**src/rtl/seg7_pkg.sv**
```systemverilog
// seg7_pkg: cell codes, segment patterns, byte constants and byte classification for the scan display
// Macro: none (leading-zero blanking, SEG_LZ_BLANK_EN, lives in seg7_scan_display)
package seg7_pkg;
   localparam logic [3:0] CODE_DASH  = 4'hA;
   localparam logic [3:0] CODE_BLANK = 4'hF;
   // Segment order {g,f,e,d,c,b,a}, active-high
   localparam logic [6:0] SEG_0    = 7'h3F;
   localparam logic [6:0] SEG_1    = 7'h06;
   localparam logic [6:0] SEG_2    = 7'h5B;
   localparam logic [6:0] SEG_3    = 7'h4F;
   localparam logic [6:0] SEG_4    = 7'h66;
   localparam logic [6:0] SEG_5    = 7'h6D;
   localparam logic [6:0] SEG_6    = 7'h7D;
   localparam logic [6:0] SEG_7    = 7'h07;
   localparam logic [6:0] SEG_8    = 7'h7F;
   localparam logic [6:0] SEG_9    = 7'h6F;
   localparam logic [6:0] SEG_DASH = 7'b1000000;
   localparam logic [6:0] SEG_OFF  = 7'b0000000;
   localparam logic [7:0] CHR_DASH  = 8'h2D;
   localparam logic [7:0] CHR_CLR_U = 8'h43;
   localparam logic [7:0] CHR_CLR_L = 8'h63;
   typedef enum logic [1:0] {BYTE_DIGIT, BYTE_DASH, BYTE_CLR, BYTE_BAD} byte_kind_t;
   typedef enum logic {PH_GAP, PH_ON} phase_t;
   // Raw 0x00-0x09 and ASCII '0'-'9' both carry the digit value in the low nibble
   function automatic byte_kind_t byte_kind(input logic [7:0] b);
      return (b <= 8'h09 || (b >= 8'h30 && b <= 8'h39)) ? BYTE_DIGIT :
             (b == CHR_DASH)                           ? BYTE_DASH  :
             (b == CHR_CLR_U || b == CHR_CLR_L)         ? BYTE_CLR   : BYTE_BAD;
   endfunction
endpackage

```
**src/rtl/seg7_decode.sv**
```systemverilog
// seg7_decode: combinational cell code to 7-segment pattern lookup
// Ports: code_i [3:0] cell code (0-9 digit, A dash, others blank)
//        seg_o  [6:0] segments {g,f,e,d,c,b,a}, active-high
module seg7_decode
   import seg7_pkg::*;
(
   input  logic [3:0] code_i,
   output logic [6:0] seg_o
);
   always_comb begin
      seg_o = SEG_OFF;
      case (code_i)
         4'd0:      seg_o = SEG_0;
         4'd1:      seg_o = SEG_1;
         4'd2:      seg_o = SEG_2;
         4'd3:      seg_o = SEG_3;
         4'd4:      seg_o = SEG_4;
         4'd5:      seg_o = SEG_5;
         4'd6:      seg_o = SEG_6;
         4'd7:      seg_o = SEG_7;
         4'd8:      seg_o = SEG_8;
         4'd9:      seg_o = SEG_9;
         CODE_DASH: seg_o = SEG_DASH;
         default:   seg_o = SEG_OFF;
      endcase
   end
endmodule

```
**src/rtl/seg7_scan_display.sv**
```systemverilog
// seg7_scan_display: builds a 4-digit buffer from UART bytes and scans it onto a multiplexed 7-segment display
// Macro: SEG_LZ_BLANK_EN enables leading-zero blanking of digits 3..1 (display path only)
// Ports: clk          system clock
//        reset_n      asynchronous reset, active-low
//        rx_data[7:0] received byte, valid while rx_valid is high
//        rx_valid     byte ready; only its rising edge accepts a byte
//        seg[6:0]     segments {g,f,e,d,c,b,a}, active-high, registered
//        digit_en[3:0] one-hot digit select, bit0 rightmost, polarity from DIGIT_ACT_LOW
//        bad_byte     1-cycle pulse after an unrecognised accepted byte
//        rx_count[7:0] accepted byte count, wraps
module seg7_scan_display
   import seg7_pkg::*;
#(
   parameter int SCAN_DIV      = 6750,
   parameter int GHOST_CYC     = 16,
   parameter bit DIGIT_ACT_LOW = 1'b1
)(
   input  logic       clk,
   input  logic       reset_n,
   input  logic [7:0] rx_data,
   input  logic       rx_valid,
   output logic [6:0] seg,
   output logic [3:0] digit_en,
   output logic       bad_byte,
   output logic [7:0] rx_count
);
   localparam int             DW      = $clog2(SCAN_DIV);
   localparam logic [DW-1:0]  DIV_MAX = DW'(SCAN_DIV - 1);
   localparam logic [DW-1:0]  GAP_END = DW'(GHOST_CYC);
   localparam logic [3:0]     EN_OFF  = DIGIT_ACT_LOW ? 4'hF : 4'h0;

   logic [3:0][3:0] cells_q, cells_d;
   logic [DW-1:0]   div_q, div_d;
   logic [1:0]      slot_q, slot_d;
   phase_t          phase_q, phase_d;
   logic            rx_valid_q;
   logic [6:0]      seg_q, seg_d;
   logic [3:0]      digit_en_q, digit_en_d;
   logic            bad_byte_q, bad_byte_d;
   logic [7:0]      rx_count_q, rx_count_d;
   logic            accept, wrap, on;
   byte_kind_t      kind;
   logic [3:0]      lz_mask, cell_sel;
   logic [6:0]      seg_dec;

`ifdef SEG_LZ_BLANK_EN
   logic zb3, zb2;
   // A zero is "leading" while everything to its left is zero or blank
   assign zb3     = cells_q[3] == 4'h0 || cells_q[3] == CODE_BLANK;
   assign zb2     = cells_q[2] == 4'h0 || cells_q[2] == CODE_BLANK;
   assign lz_mask = {cells_q[3] == 4'h0, cells_q[2] == 4'h0 && zb3, cells_q[1] == 4'h0 && zb3 && zb2, 1'b0};
`else
   assign lz_mask = 4'b0000;
`endif

   assign cell_sel = lz_mask[slot_q] ? CODE_BLANK : cells_q[slot_q];

   seg7_decode u_dec (
      .code_i (cell_sel),
      .seg_o  (seg_dec)
   );

   always_comb begin
      accept     = rx_valid & ~rx_valid_q;
      kind       = byte_kind(rx_data);
      cells_d    = !accept                ? cells_q :
                   (kind == BYTE_DIGIT)   ? {cells_q[2:0], rx_data[3:0]} :
                   (kind == BYTE_DASH)    ? {cells_q[2:0], CODE_DASH} :
                   (kind == BYTE_CLR)     ? {4{CODE_BLANK}} : cells_q;
      bad_byte_d = accept && kind == BYTE_BAD;
      rx_count_d = rx_count_q + {7'd0, accept};
      wrap       = div_q == DIV_MAX;
      div_d      = wrap ? '0 : div_q + 1'b1;
      slot_d     = wrap ? slot_q + 2'd1 : slot_q;
      phase_d    = (div_d < GAP_END) ? PH_GAP : PH_ON;
      on         = phase_q == PH_ON;
      seg_d      = on ? seg_dec : SEG_OFF;
      // XOR with the idle pattern gives the correct polarity for either pin sense
      digit_en_d = EN_OFF ^ (on ? 4'b0001 << slot_q : 4'b0000);
   end

   always_ff @(posedge clk or negedge reset_n) begin
      if (!reset_n) begin
         cells_q    <= {4{CODE_BLANK}};
         div_q      <= '0;
         slot_q     <= 2'd0;
         phase_q    <= PH_GAP;
         rx_valid_q <= 1'b0;
         seg_q      <= SEG_OFF;
         digit_en_q <= EN_OFF;
         bad_byte_q <= 1'b0;
         rx_count_q <= 8'd0;
      end else begin
         cells_q    <= cells_d;
         div_q      <= div_d;
         slot_q     <= slot_d;
         phase_q    <= phase_d;
         rx_valid_q <= rx_valid;
         seg_q      <= seg_d;
         digit_en_q <= digit_en_d;
         bad_byte_q <= bad_byte_d;
         rx_count_q <= rx_count_d;
      end
   end

   assign seg      = seg_q;
   assign digit_en = digit_en_q;
   assign bad_byte = bad_byte_q;
   assign rx_count = rx_count_q;
endmodule
```
**config.mk**
```make
export PLATFORM = sky130hd
export DESIGN_NAME = seg7_scan_display
export DESIGN_NICKNAME = d
export VERILOG_FILES = /design/src/rtl/seg7_pkg.sv /design/src/rtl/seg7_decode.sv /design/src/rtl/seg7_scan_display.sv
export SDC_FILE = /design/constraint.sdc
export NUM_CORES = 1
export LEC_CHECK = 0
export ABC_CLOCK_PERIOD_IN_PS = 2400
export BUFFER_PORTS_ARGS = -buffer_cell sky130_fd_sc_hd__buf_2
export CAP_MARGIN = 10
export CORE_ASPECT_RATIO = 0.8
export CORE_MARGIN = 2
export CORE_UTILIZATION = 52
export DETAILED_ROUTE_END_ITERATION = 16
export PLACE_DENSITY_LB_ADDON = 0.08
export SLEW_MARGIN = 10
export SYNTH_ARGS = -nofsm -noshare
export SYNTH_HDL_FRONTEND = slang
export SYNTH_SLANG_ARGS = --single-unit
export TNS_END_PERCENT = 1
```
**constraint.sdc**
```tcl
create_clock -name clk -period 2.4 [get_ports clk]
set_input_delay 0.24 -clock clk [delete_from_list [all_inputs] [get_ports clk]]
set_output_delay 0.24 -clock clk [all_outputs]
set_load 0.03 [all_outputs]
```
# Yosys cells after proc, flatten, opt, wreduce, memory -nomap -nowiden
# Memories as Yosys holds them, arrays and structs flattened.
# Cells that the tools add are included.
totals:
  ff_bits: 53
  mem_bits_ro: 112
  inputBits: 11
  out_inout_bits: 20
  wordCells: 54
  n_memories: 1
op_classes:
  add_sub_neg: 3
  n_lt_le_gt_ge: 5
  eq_ne: 7
  n_shift: 1
  n_mux: 15
  bitwise: 3
  n_reduce_logical: 7
memory_table:
  columns: ["memory", "depth", "width", "rd", "rd_clocked_by_memory_dff", "write_ports", "line", "rtl"]
  rows:
  - ["(name not given)", 16, 7, 1, 0, 0, "seg7_decode.sv:12", "case (code_i)"]
op_table:
  columns: ["cell", "n"]
  rows:
  - ["16-bit 2-to-1 mux", 3]
  - ["8-bit by 7-bit == test with 1-bit output, second input constant", 2]
  - ["13-bit by 1-bit adder with 13-bit output, second input constant", 1]
  - ["13-bit == test, second input constant", 1]
  - ["13-bit by 5-bit less-than comparator with 1-bit output, second input constant", 1]
  - ["13-bit 2-to-1 mux", 1]
  - ["4-bit 2-to-1 mux", 3]
  - ["8-bit by 1-bit adder with 8-bit output", 1]
  - ["4-bit binary-select mux with 2-bit select", 1]
  - ["8-bit by 6-bit == test with 1-bit output, second input constant", 1]
  - ["8-bit by 6-bit >= comparator with 1-bit output, second input constant", 1]
  - ["8-bit by 4-bit <= comparator with 1-bit output, second input constant", 1]
  - ["8-bit by 6-bit <= comparator with 1-bit output, second input constant", 1]
  - ["7-bit 2-to-1 mux", 1]
  - ["2-bit == test, second input constant", 2]
  - ["2-bit 2-to-1 mux", 2]
  - ["4-bit inverter", 1]
  - ["1-bit by 2-bit << shifter with 4-bit output, first input constant", 1]
  - ["2-bit by 3-bit less-than comparator with 1-bit output, second input constant", 1]
  - ["1-bit 2-to-1 mux", 3]
  - ["3-bit nonzero test", 1]
  - ["2-bit by 1-bit adder with 2-bit output, second input constant", 1]
  - ["1-bit binary-select mux with 2-bit select", 1]
  - ["2-bit by 1-bit == test with 1-bit output, second input constant", 1]
  - ["6 further kinds", 8]

# Longest topological paths before layout
# Gate-level depths: netlist (run 1).
depth:
  depth_word: 9
  depth_mapped: 8
  mapped_depth_nobuf: 7

# Modules after synthesis
# Synthesis (run 1) repeated with hierarchy kept, for this count alone.
unflattened:
  cells_unflattened: 230
  area_unflattened_um2: 2611.3
by_module_without_submodules:
  columns: ["mod", "n_inst", "cells_each", "area_each_um2", "seq_area_each_um2"]
  rows:
  - ["seg7_scan_display", 1, 201, 2397.3, 1351.3]
  - ["seg7_decode", 1, 29, 214.0, 0.0]

# Worst setup path before layout (run 1)
# No wires, ideal clock.
synth_path:
  kind: "reg2reg"
  start: "reg div_q[0]"
  end: "reg phase_q, in the netlist on"
  setup_ns: 0.139
  t_arrival_ns: 1.876
  t_required_ns: 2.261
  setup_slack_ns: 0.385
  stages_incl_launch_ff: 8
  n_path_buf: 1
  synth_period_minus_slack_ns: 2.015
  cell_sequence: "dfrtp_1 > ha_1 > nand3_1 > or2_1 > clkbuf_1 > nor3_1 > and3b_1 > or4_1"
synth_via:
  elab_chain_cells: 4
  word_cells_on_any_way: 5
  cone_classes: "add/sub (1); order compare (1); eq/ne (1); mux (2)"
synth_lines:
  columns: ["item", "line", "rtl"]
  rows:
  - ["start, declared", "seg7_scan_display.sv:33", "logic [DW-1:0] div_q, div_d;"]
  - ["start signal, assigned", "seg7_scan_display.sv:95", "div_q <= div_d;"]
  - ["13-bit by 1-bit adder with 13-bit output or 13-bit == test (tied branches)", "seg7_scan_display.sv:73, seg7_scan_display.sv:72", null]
  - ["13-bit 2-to-1 mux *", "seg7_scan_display.sv:73", "div_d = wrap ? '0 : div_q + 1'b1;"]
  - ["13-bit by 5-bit less-than comparator with 1-bit output *", "seg7_scan_display.sv:75", "phase_d = (div_d < GAP_END) ? PH_GAP : PH_ON;"]
  - ["1-bit 2-to-1 mux *", "seg7_scan_display.sv:75", null]
  - ["via phase_d", "seg7_scan_display.sv:35", "phase_t phase_q, phase_d;"]
  - ["end signal, assigned", "seg7_scan_display.sv:97", "phase_q <= phase_d;"]
  - ["end, declared", "seg7_scan_display.sv:35", null]
# The timed path passes the listed nets; every way through them passes the cells marked *.
# A chain may end at the register's enable or synchronous reset.

# Worst setup path in the final report (run 1)
layout_path:
  start: "reg div_q[0]"
  end: "reg phase_q, in the netlist on"
layout_via:
  elab_chain_cells: 4
  word_cells_on_any_way: 5
  cone_classes: "add/sub (1); order compare (1); eq/ne (1); mux (2)"
layout_lines:
  columns: ["item", "line"]
  rows:
  - ["13-bit by 1-bit adder with 13-bit output or 13-bit == test (tied branches)", "seg7_scan_display.sv:73, seg7_scan_display.sv:72"]
  - ["13-bit 2-to-1 mux *", "seg7_scan_display.sv:73"]
  - ["via div_d[12]", "seg7_scan_display.sv:33"]
  - ["13-bit by 5-bit less-than comparator with 1-bit output *", "seg7_scan_display.sv:75"]
  - ["1-bit 2-to-1 mux *", "seg7_scan_display.sv:75"]
  - ["via phase_d", "seg7_scan_display.sv:35"]
# Marks and branches as above.

==> results of run 1 <==
cell usage after synthesis (2+ instances only):
library cell | n | area share
a21oi_1 | 6 | 0.012
dfrtp_1 | 33 | 0.33
xnor2_1 | 12 | 0.042
clkbuf_1 | 6 | 0.0089
o21ai_0 | 6 | 0.012
ha_1 | 14 | 0.069
inv_1 | 10 | 0.015
nand2b_1 | 3 | 0.0074
nand3_1 | 6 | 0.012
nor2_1 | 22 | 0.033
and2_1 | 3 | 0.0074
xor2_1 | 7 | 0.024
mux4_2 | 4 | 0.036
o32a_1 | 2 | 0.0079
nor4_1 | 2 | 0.0049
nand4_1 | 4 | 0.0099
and3_1 | 2 | 0.0049
mux2i_1 | 4 | 0.016
o22a_1 | 14 | 0.048
nor3_1 | 3 | 0.0059
nand2_1 | 15 | 0.022
or3_1 | 2 | 0.0049
dfstp_2 | 20 | 0.21
metal layers:
| layer | global-route usage | up-vias |
|---|---|---|
| li1 | - | 835 |
| met1 | 0.2545 | 782 |
| met2 | 0.2459 | 46 |
| met3 | 0.04098 | 7 |
| met4 | 0.05000 | 0 |
| met5 | 0 | - |
layout by cell type (no fill, tap or decap), types with 7 or more instances in the layout:
master,instances
inv_1,10
nand2_1,15
nor2_1,22
dfstp_2,20
xnor2_1,12
dfrtp_1,33
o22a_1,14
buf_2,30
ha_1,14
xor2_1,7
logic make-up after synthesis:
group | count (synthesis)
xor+xnor | 19
flops | 53
simple gates | 74
fa+ha+maj | 14
compound gates | 33
mux | 8
buf+inv | 17
metrics by stage:
stage,setup slack (ns),utilization,std cells
after floorplan,0.3849,-,218
final,0.2621,0.6218,316
after global placement,0.3371,0.6001,307
after detailed placement,0.2788,0.6001,307
after global routing,0.1336,0.6218,316
after CTS,0.2620,0.6218,316
area by class of cell:
class	count	area, µm²	share of cell area
Sequential cell	53	1351	0.4700
Multi-Input combinational cell	148	1116	0.3882
Timing Repair Buffer	37	205.2	0.07137
Tap cell	60	75.07	0.02611
Clock buffer	5	68.82	0.02393
Inverter	10	37.54	0.01305
Clock inverter	3	21.27	0.007398
worst max-delay path by stage:
stage / from / end / slack (ns) / depth (start not counted)
floorplan: div_q[0] / on / 0.38 / 7
global placement: div_q[0] / on / 0.34 / 6
detailed placement: div_q[0] / on / 0.28 / 6
CTS: div_q[0] / on / 0.26 / 6
global route: div_q[0] / on / 0.13 / 6
finish: div_q[0] / on / 0.26 / 6
power by group:
part | internal [mW] | switching [mW]
Clock | 0.208 | 0.289
Sequential | 1.17 | 0.135
Combinational | 0.299 | 0.453
Total | 1.68 | 0.877
flip-flops by register name, indices dropped and copies added, names as in the netlist:
register	count
rx_valid_q	1
on	1
div_q	13
seg	7
cells_q	16
rx_count	8
digit_en	4
slot_q	2
bad_byte	1
timing repair:
item                                    4_1_cts  5_1_grt
resized for setup                             0        0
hold buffers                                  1        0
endpoints found under the setup margin        0        0
endpoints found under the hold margin         7        0
==> metrics.md, run 1 <==
| Metric | Value |
|---|---|
| H-tree levels | `2` |
| Slew @ Worst Pin | `0.5680 ns` |
| Post-DP HPWL | `3.060 mm` |
| RR Startpoint | `div_q[0]` |
| Fillers | `382` |
| VDD IR max | `676.3 µV` |
| Post-DRT Antenna Nets | `0` |
| Area Growth Syn to Fin | `13.54%` |
| Tmin final | `2.138 ns` |
| Rel. slew slack | `0.6160` |
| Post-synth EDFFs | `0` |
| Port buffer count | `30` |
| Post-Syn Area per Cell | `11.62 µm²` |
| Power Density | `888.0 nW/µm²` |
| Min-delay src | `rx_valid` |
| Die area | `5448 µm²` |
| Crit path largest cell delay | `0.52 ns` |
| Avg WL per Cell | `13.13 µm` |
| Inserted Clock Buffers | `5` |
| Vias in the first global route | `1516` |
| Core Box Area | `4624 µm²` |
| Worst Setup Start Kind | `flip-flop` |
| Post-Syn Area | `2532 µm²` |
| Max_cap viols | `0` |
| Final Hold Fails | `0` |
| Reg2reg end | `on` |
| Outcome | `completed` |
| Worst hold path type | `input port to flip-flop` |
| XOR/XNOR share of the synthesized area | `0.06571` |
| CP Max Fanout | `7` |
| GRT Util Overall | `0.1706` |
| Seq cells post-synth | `53` |
| Total Wirelength | `4.149 mm` |
| RSZ-0062 raised after global routing | `no` |
| Largest net degree at the start of global routing | `22` |
| Number of buffers and inverters on the critical path | `0` |
| Required time worst endpoint | `2.58 ns` |
| Share of layout cells above drive strength 1 | `0.2773` |
| Worst hold margin | `0.06425 ns` |
| Post-Synth Simple-Gate Area | `0.1576` |
| Main combinational cell family by area after synthesis | `simple AND/OR/NAND/NOR gates` |
| R2r setup slk | `0.26 ns` |
| Synth Area in Adders | `0.06917` |
| Vias per cell | `5.285` |
| GPL Wtd Cong | `0.8391` |
| Routed wire length on met2 | `1.752 mm` |
| Complex-gate fraction of the synthesized area | `0.09684` |
| Overflow after GRT | `0` |
| Reg2reg path depth | `6` |
| Row cnt | `22` |
| ANT cells | `0` |
| Crit share post-route | `0.8908` |
| Initial detailed-routing violation count | `87` |
| Ys async rst share | `1.000` |
| Post-synthesis mux area share | `0.05138` |
| TritonCTS Sinks | `53` |
| Worst endpoint data arrival time | `2.31 ns` |
| Initial antenna violation count | `0` |
| Predominant post-synthesis flop cell | `dfrtp_1` |
| Global-route wire length before repair | `6.962 mm` |
| Crit path max-delay cell type | `or4_1` |
| Yosys warnings | `0` |
| Setup TNS | `0 ns` |
| Initial Util | `0.5476` |
| Post-DP Area | `2775 µm²` |
| Clk_lat worst skew | `0.30 ns` |
| Fin Clk Skew | `0.005534 ns` |
| Finished Cell Area | `2875 µm²` |
| DIE WIDTH | `82.02 µm` |
| CTS tree | `built` |
| Die height | `66.42 µm` |
| Worst-case clock buffer depth | `2` |
| DR pass1 iterations | `4` |
| Synth unique cells | `41` |
| # IOs | `31` |
| Total power | `2.553 mW` |
| Seq/Total Area, Yosys | `0.5336` |
| Finish-stage setup viols | `0` |
| Synthesized net count | `243` |
| Final Max Tran Viols | `0` |
| Crit-path cells | `ha_1 -> nand3_1 -> nor4_1 -> xnor2_1 -> nor2_1 -> or4_1` |
| WHS Endpoint | `rx_valid_q` |
| Top layer in use | `met4` |
| Maximum clock rate | `0.4678 GHz` |
| Met3 Routed Length | `212 µm` |
| M1 wire length | `2.151 mm` |
| Mapped Cells | `218` |
| WHS Path Cells | `1` |
| Post-CTS setup buffers | `0` |
| DRC Markers | `0` |
| Critical path class | `flip-flop to flip-flop` |
| Via count | `1670` |
| Clock root buffer | `clkbuf_8` |
| CP Capture Type | `flip-flop` |
| CP delay by family, top | `simple AND/OR/NAND/NOR gates` |
| P_leak | `1.304 nW` |
| Clock-pin transition on the worst setup and hold timing paths | `0.09 ns` |
| Nets@finish | `280` |
(Power assumes the default switching activity.)
==> inputs of run 2 (changes only) <==
--- a/config.mk
+++ b/config.mk
@@ -8,9 +8,11 @@
 export ABC_CLOCK_PERIOD_IN_PS = 2400
 export BUFFER_PORTS_ARGS = -buffer_cell sky130_fd_sc_hd__buf_2
 export CAP_MARGIN = 10
+export CELL_PAD_IN_SITES_DETAIL_PLACEMENT = 1
+export CELL_PAD_IN_SITES_GLOBAL_PLACEMENT = 1
 export CORE_ASPECT_RATIO = 0.8
 export CORE_MARGIN = 2
-export CORE_UTILIZATION = 52
+export CORE_UTILIZATION = 46
 export DETAILED_ROUTE_END_ITERATION = 16
 export PLACE_DENSITY_LB_ADDON = 0.08
 export SLEW_MARGIN = 10
==> metrics.md, run 2 (synthesis results as in run 1) <==
| Metric | Value |
|---|---|
| Worst endpoint data arrival time | `2.37 ns` |
| Initial detailed-routing violation count | `100` |
| CTS tree | `built` |
| Area Growth Syn to Fin | `13.14%` |
| Crit-path cells | `ha_1 -> nand3_1 -> nor4_1 -> xnor2_1 -> nor2_1 -> or4_1` |
| Port buffer count | `30` |
| Clock Power Share | `0.194` |
| Commonest non-fill, non-tap cell in the layout | `dfrtp_1` |
| Clk_lat worst skew | `0.30 ns` |
| Switch share | `0.3464` |
| Overflow after GRT | `0` |
| Sequential cell area | `1351 µm²` |
| Global-route wire length before repair | `8.286 mm` |
| Tmin final | `2.188 ns` |
| Die area | `6119 µm²` |
| Avg WL per Cell | `14.27 µm` |
| DRC Markers | `0` |
| Internal | `1.675 mW` |
| Fillers | `607` |
| Required time worst endpoint | `2.58 ns` |
| CTS-repair resized insts | `0` |
| Crit path max-delay cell type | `or4_1` |
| Vias per cell | `5.304` |
| Sequential cell fraction of total power | `0.510` |
| CP Capture Type | `flip-flop` |
| Comb pwr share | `0.296` |
| Outcome | `completed` |
| Final Max Tran Viols | `0` |
| Post-DP HPWL | `3.358 mm` |
| Rel. slew slack | `0.4438` |
| DR pass1 iterations | `4` |
| RSZ-0062 raised after global routing | `no` |
| P_leak | `1.297 nW` |
| # IOs | `31` |
| Setup TNS | `0 ns` |
| Crit path largest cell delay | `0.51 ns` |
| Fin Clk Skew | `0.006446 ns` |
| Inserted Clock Buffers | `5` |
| Maximum clock rate | `0.4570 GHz` |
| Row cnt | `24` |
| Max_cap viols | `0` |
| Finish-stage setup viols | `0` |
| GPL Wtd Cong | `0.8603` |
| Vias in the first global route | `1775` |
| Final Hold Fails | `0` |
| Switching pwr | `0.8880 mW` |
| Total Wirelength | `4.552 mm` |
| TritonCTS Sinks | `53` |
| Slew @ Worst Pin | `0.8343 ns` |
| Finished Cell Area | `2865 µm²` |
| Via count | `1692` |
| Share of layout cells above drive strength 1 | `0.2795` |
| Worst-case clock buffer depth | `2` |
| Top reg by flops | `cells_q` |
| CTS Hold Bufs | `0` |
| Crit share post-route | `0.9118` |
| Initial Util | `0.4711` |
| GRT Util Overall | `0.1706` |
| Worst hold path type | `input port to async pin` |
| Clock root buffer | `clkbuf_8` |
| Max reg flops | `16` |
| Worst Setup Start Kind | `flip-flop` |
| Clock-pin transition on the worst setup and hold timing paths | `0.10 ns` |
| Post-DP Area | `2774 µm²` |
| Die height | `70.37 µm` |
| Post-CTS setup buffers | `0` |
| Nets@finish | `278` |
| Largest net degree at the start of global routing | `39` |
| Power Density | `894.5 nW/µm²` |
| ANT cells | `0` |
| Post-DRT Antenna Nets | `0` |
| VDD IR max | `548.9 µV` |
| Core Box Area | `5375 µm²` |
| Initial antenna violation count | `0` |
| Post-Route Utilization | `0.5331` |
| DIE WIDTH | `86.96 µm` |
| CP Max Fanout | `7` |
| Most frequent cells in the layout | `dfrtp_1, buf_2, nor2_1, dfstp_2, nand2_1` |
| H-tree levels | `2` |
| Multi-input gate area | `1116 µm²` |
| Critical path class | `flip-flop to flip-flop` |
==> run 2: final timing paths <==
| path | from | endpoint | slack [ns] | cells past startpoint |
|---|---|---|---|---|
| worst min register to register | rx_count[7] | rx_count[7] | 0.47 | 1 |
| worst min-delay path | reset_n | seg[1] | 0.03 | 1 |
| max in group asynchronous | reset_n | cells_q[15] | 1.57 | 2 |
| worst max-delay path | div_q[0] | on | 0.21 | 6 |
| worst max register to register | div_q[0] | on | 0.21 | 6 |
| min in group clk | rx_valid | rx_valid_q | 0.07 | 1 |
==> run 2: per-layer routing <==
layer	wire length [µm]	global-route usage	vias up
met1	2384	0.2525	815
li1	-	-	831
met2	1945	0.2511	42
met5	0	0	-
met4	36	0.04340	0
met3	185	0.04137	4
==> run 2: through the flow <==
step | hold WS (ns) | power (mW) | cells | setup slack [ns]
after floorplan | -0.05559 | 1.858 | 218 | 0.3849
after global placement | 0.3734 | 2.065 | 311 | 0.3214
after detailed placement | 0.3798 | 2.092 | 311 | 0.2724
after CTS | 0.05664 | 2.601 | 319 | 0.2038
after global routing | 0.05192 | 2.728 | 319 | 0.08946
final | 0.03146 | 2.563 | 319 | 0.2118
==> run 2: area by class of cell <==
type                            count  area share
Timing Repair Buffer               35     0.06550
Tap cell                           65     0.02838
Inverter                           10     0.01310
Multi-Input combinational cell    148      0.3895
Clock inverter                      3    0.007860
Clock buffer                        5     0.02402
Sequential cell                    53      0.4716
==> run 2: power groups by stage <==
stage	clock network, mW	registers, mW	logic (mW)
6_report	0.498	1.31	0.758
4_1_cts	0.523	1.31	0.770
2_1_floorplan	0	1.51	0.343
3_5_place_dp	0	1.32	0.769
3_3_place_gp	0	1.32	0.749
5_1_grt	0.554	1.34	0.834
==> run 2: worst max-delay path, delay by kind of cell, from the launching register on <==
family,cells,cell delay [ns]
adder cells (fa/ha/maj),1,0.22
AND/OR/NAND/NOR,4,1.22
XOR/XNOR,1,0.16
flip-flops,1,0.46
==> inputs of run 3 (changes only) <==
--- a/config.mk
+++ b/config.mk
@@ -5,7 +5,7 @@
 export SDC_FILE = /design/constraint.sdc
 export NUM_CORES = 1
 export LEC_CHECK = 0
-export ABC_CLOCK_PERIOD_IN_PS = 2400
+export ABC_CLOCK_PERIOD_IN_PS = 2300
 export BUFFER_PORTS_ARGS = -buffer_cell sky130_fd_sc_hd__buf_2
 export CAP_MARGIN = 10
 export CELL_PAD_IN_SITES_DETAIL_PLACEMENT = 1
==> constraint.sdc (replaced) <==
create_clock -name clk -period 2.3 [get_ports clk]
set_input_delay 0.23 -clock clk [delete_from_list [all_inputs] [get_ports clk]]
set_output_delay 0.23 -clock clk [all_outputs]
set_load 0.03 [all_outputs]
==> metrics.md, run 3 (synthesis results as in run 1) <==
| Metric | Value |
|---|---|
| Final Max Tran Viols | `0` |
| Rel. slew slack | `0.6231` |
| Port buffer count | `30` |
| Most frequent cells in the layout | `dfrtp_1, buf_2, nor2_1, dfstp_2, nand2_1` |
| Layout Cells excl Fill | `326` |
| CP Capture Type | `flip-flop` |
| Required time worst endpoint | `2.47 ns` |
| WHS Path Cells | `1` |
| GPL Wtd Cong | `0.8347` |
| VDD IR max | `712.2 µV` |
| P_leak | `1.359 nW` |
| DRC Markers | `0` |
| TritonCTS Sinks | `53` |
| Total Wirelength | `5.101 mm` |
| Top reg by flops | `cells_q` |
| Power Density | `966.0 nW/µm²` |
| Final Hold Fails | `0` |
| GRT Util Overall | `0.1836` |
| Tmin final | `2.251 ns` |
| Crit share post-route | `0.9788` |
| Row cnt | `24` |
| Post-DP HPWL | `3.696 mm` |
| Avg WL per Cell | `15.65 µm` |
| Commonest non-fill, non-tap cell in the layout | `dfrtp_1` |
| Reg2reg end | `on` |
| Area Growth Syn to Fin | `18.28%` |
| Initial detailed-routing violation count | `34` |
| Max reg flops | `16` |
| Slew @ Worst Pin | `0.5575 ns` |
| DP Cell Count | `312` |
| Post-DP Area | `2794 µm²` |
| Outcome | `completed` |
| Worst hold path type | `input port to flip-flop` |
| # IOs | `31` |
| CTS tree | `built` |
| RR Startpoint | `div_q[7]` |
| Finish-stage setup viols | `0` |
| Finished Cell Area | `2995 µm²` |
| Die area | `6119 µm²` |
| WHS Endpoint | `rx_valid_q` |
| Max_cap viols | `0` |
| Nets@finish | `285` |
| Clk_lat worst skew | `0.30 ns` |
| Die height | `70.37 µm` |
| Via count | `1762` |
| ANT cells | `0` |
| Worst Setup Start Kind | `flip-flop` |
| Post-DRT Antenna Nets | `0` |
| Fillers | `579` |
| Inserted Clock Buffers | `5` |
| Critical path class | `flip-flop to flip-flop` |
| Initial antenna violation count | `0` |
| Worst-case clock buffer depth | `2` |
| Maximum clock rate | `0.4442 GHz` |
| H-tree levels | `2` |
| Clock root buffer | `clkbuf_8` |
| Worst endpoint data arrival time | `2.42 ns` |
| Post-Route Utilization | `0.5573` |
| DR pass1 iterations | `4` |
| Largest net degree at the start of global routing | `31` |
| Setup TNS | `0 ns` |
| Min-delay src | `rx_valid` |
| Reg2reg path depth | `6` |
| Global-route wire length before repair | `8.735 mm` |
| Vias in the first global route | `1795` |
| Initial Util | `0.4711` |
| DIE WIDTH | `86.96 µm` |
| Vias per cell | `5.405` |
| Overflow after GRT | `0` |
| R2r setup slk | `0.05 ns` |
| Share of layout cells above drive strength 1 | `0.3065` |
| Fin Clk Skew | `0.008802 ns` |
| Core Box Area | `5375 µm²` |
| CP Max Fanout | `5` |
| Clock-pin transition on the worst setup and hold timing paths | `0.09 ns` |
-- run 3: cell types whose count changed in the layout (fill, tap and decap cells not counted), sizes merged --
cell / before / now
clkinv: 3 / 1
buf: 35 / 41
bufinv: 0 / 2
dlygate4sd3: 0 / 1
-- run 3: worst max-delay path: stages (launching register included) --
cell	delay, ns
dfrtp_1	0.43
or4b_4	0.57
nor4_4	0.26
buf_4	0.17
buf_12	0.10
nor2_1	0.05
or4_1	0.54
-- run 3: repair_timing --
item	4_1_cts	5_1_grt
resized for setup	0	3
endpoints found under the hold margin	19	0
endpoints found under the setup margin	0	1
hold buffers	1	0
setup buffers	0	5
-- run 3: final cells by class --
type	count	area (µm²)	area share
Clock buffer	5	68.82	0.02297
Clock inverter	3	65.06	0.02172
Inverter	10	37.54	0.01253
Multi-Input combinational cell	148	1121	0.3743
Sequential cell	53	1354	0.4520
Tap cell	65	81.33	0.02715
Timing Repair Buffer	42	267.8	0.08939
-- run 3: layer usage --
metal  part of all wire  GRT usage  wire length (µm)  up-vias
met3              0.043    0.05437               221        4
met1               0.50     0.2737              2540      872
li1                   -          -                 -      847
met5                  0          0                 0        -
met4             0.0082    0.05035                42        0
met2               0.45     0.2595              2297       39
-- run 3: how the worst max path moves through the flow --
stage	startpoint	to	slack (ns)
after global placement	div_q[7]	on	0.26
after global routing	div_q[7]	on	-0.04
after detailed placement	div_q[7]	on	0.17
after CTS	div_q[7]	on	0.12
final	div_q[7]	on	0.05
after floorplan	div_q[0]	on	0.28
-- run 3: stage by stage --
| step | hold WS (ns) | total power, mW | worst slack, ns |
|---|---|---|---|
| floorplan | -0.06559 | 1.938 | 0.2849 |
| global route | 0.03469 | 3.070 | -0.03607 |
| CTS | 0.03484 | 2.926 | 0.1193 |
| global placement | 0.2410 | 2.155 | 0.2550 |
| detailed placement | 0.2487 | 2.189 | 0.1653 |
| finish | 0.05265 | 2.893 | 0.04878 |
-- run 3: power by group --
| group | switching, mW | internal, mW |
|---|---|---|
| Clock | 0.298 | 0.432 |
| Sequential | 0.145 | 1.22 |
| Combinational | 0.485 | 0.314 |
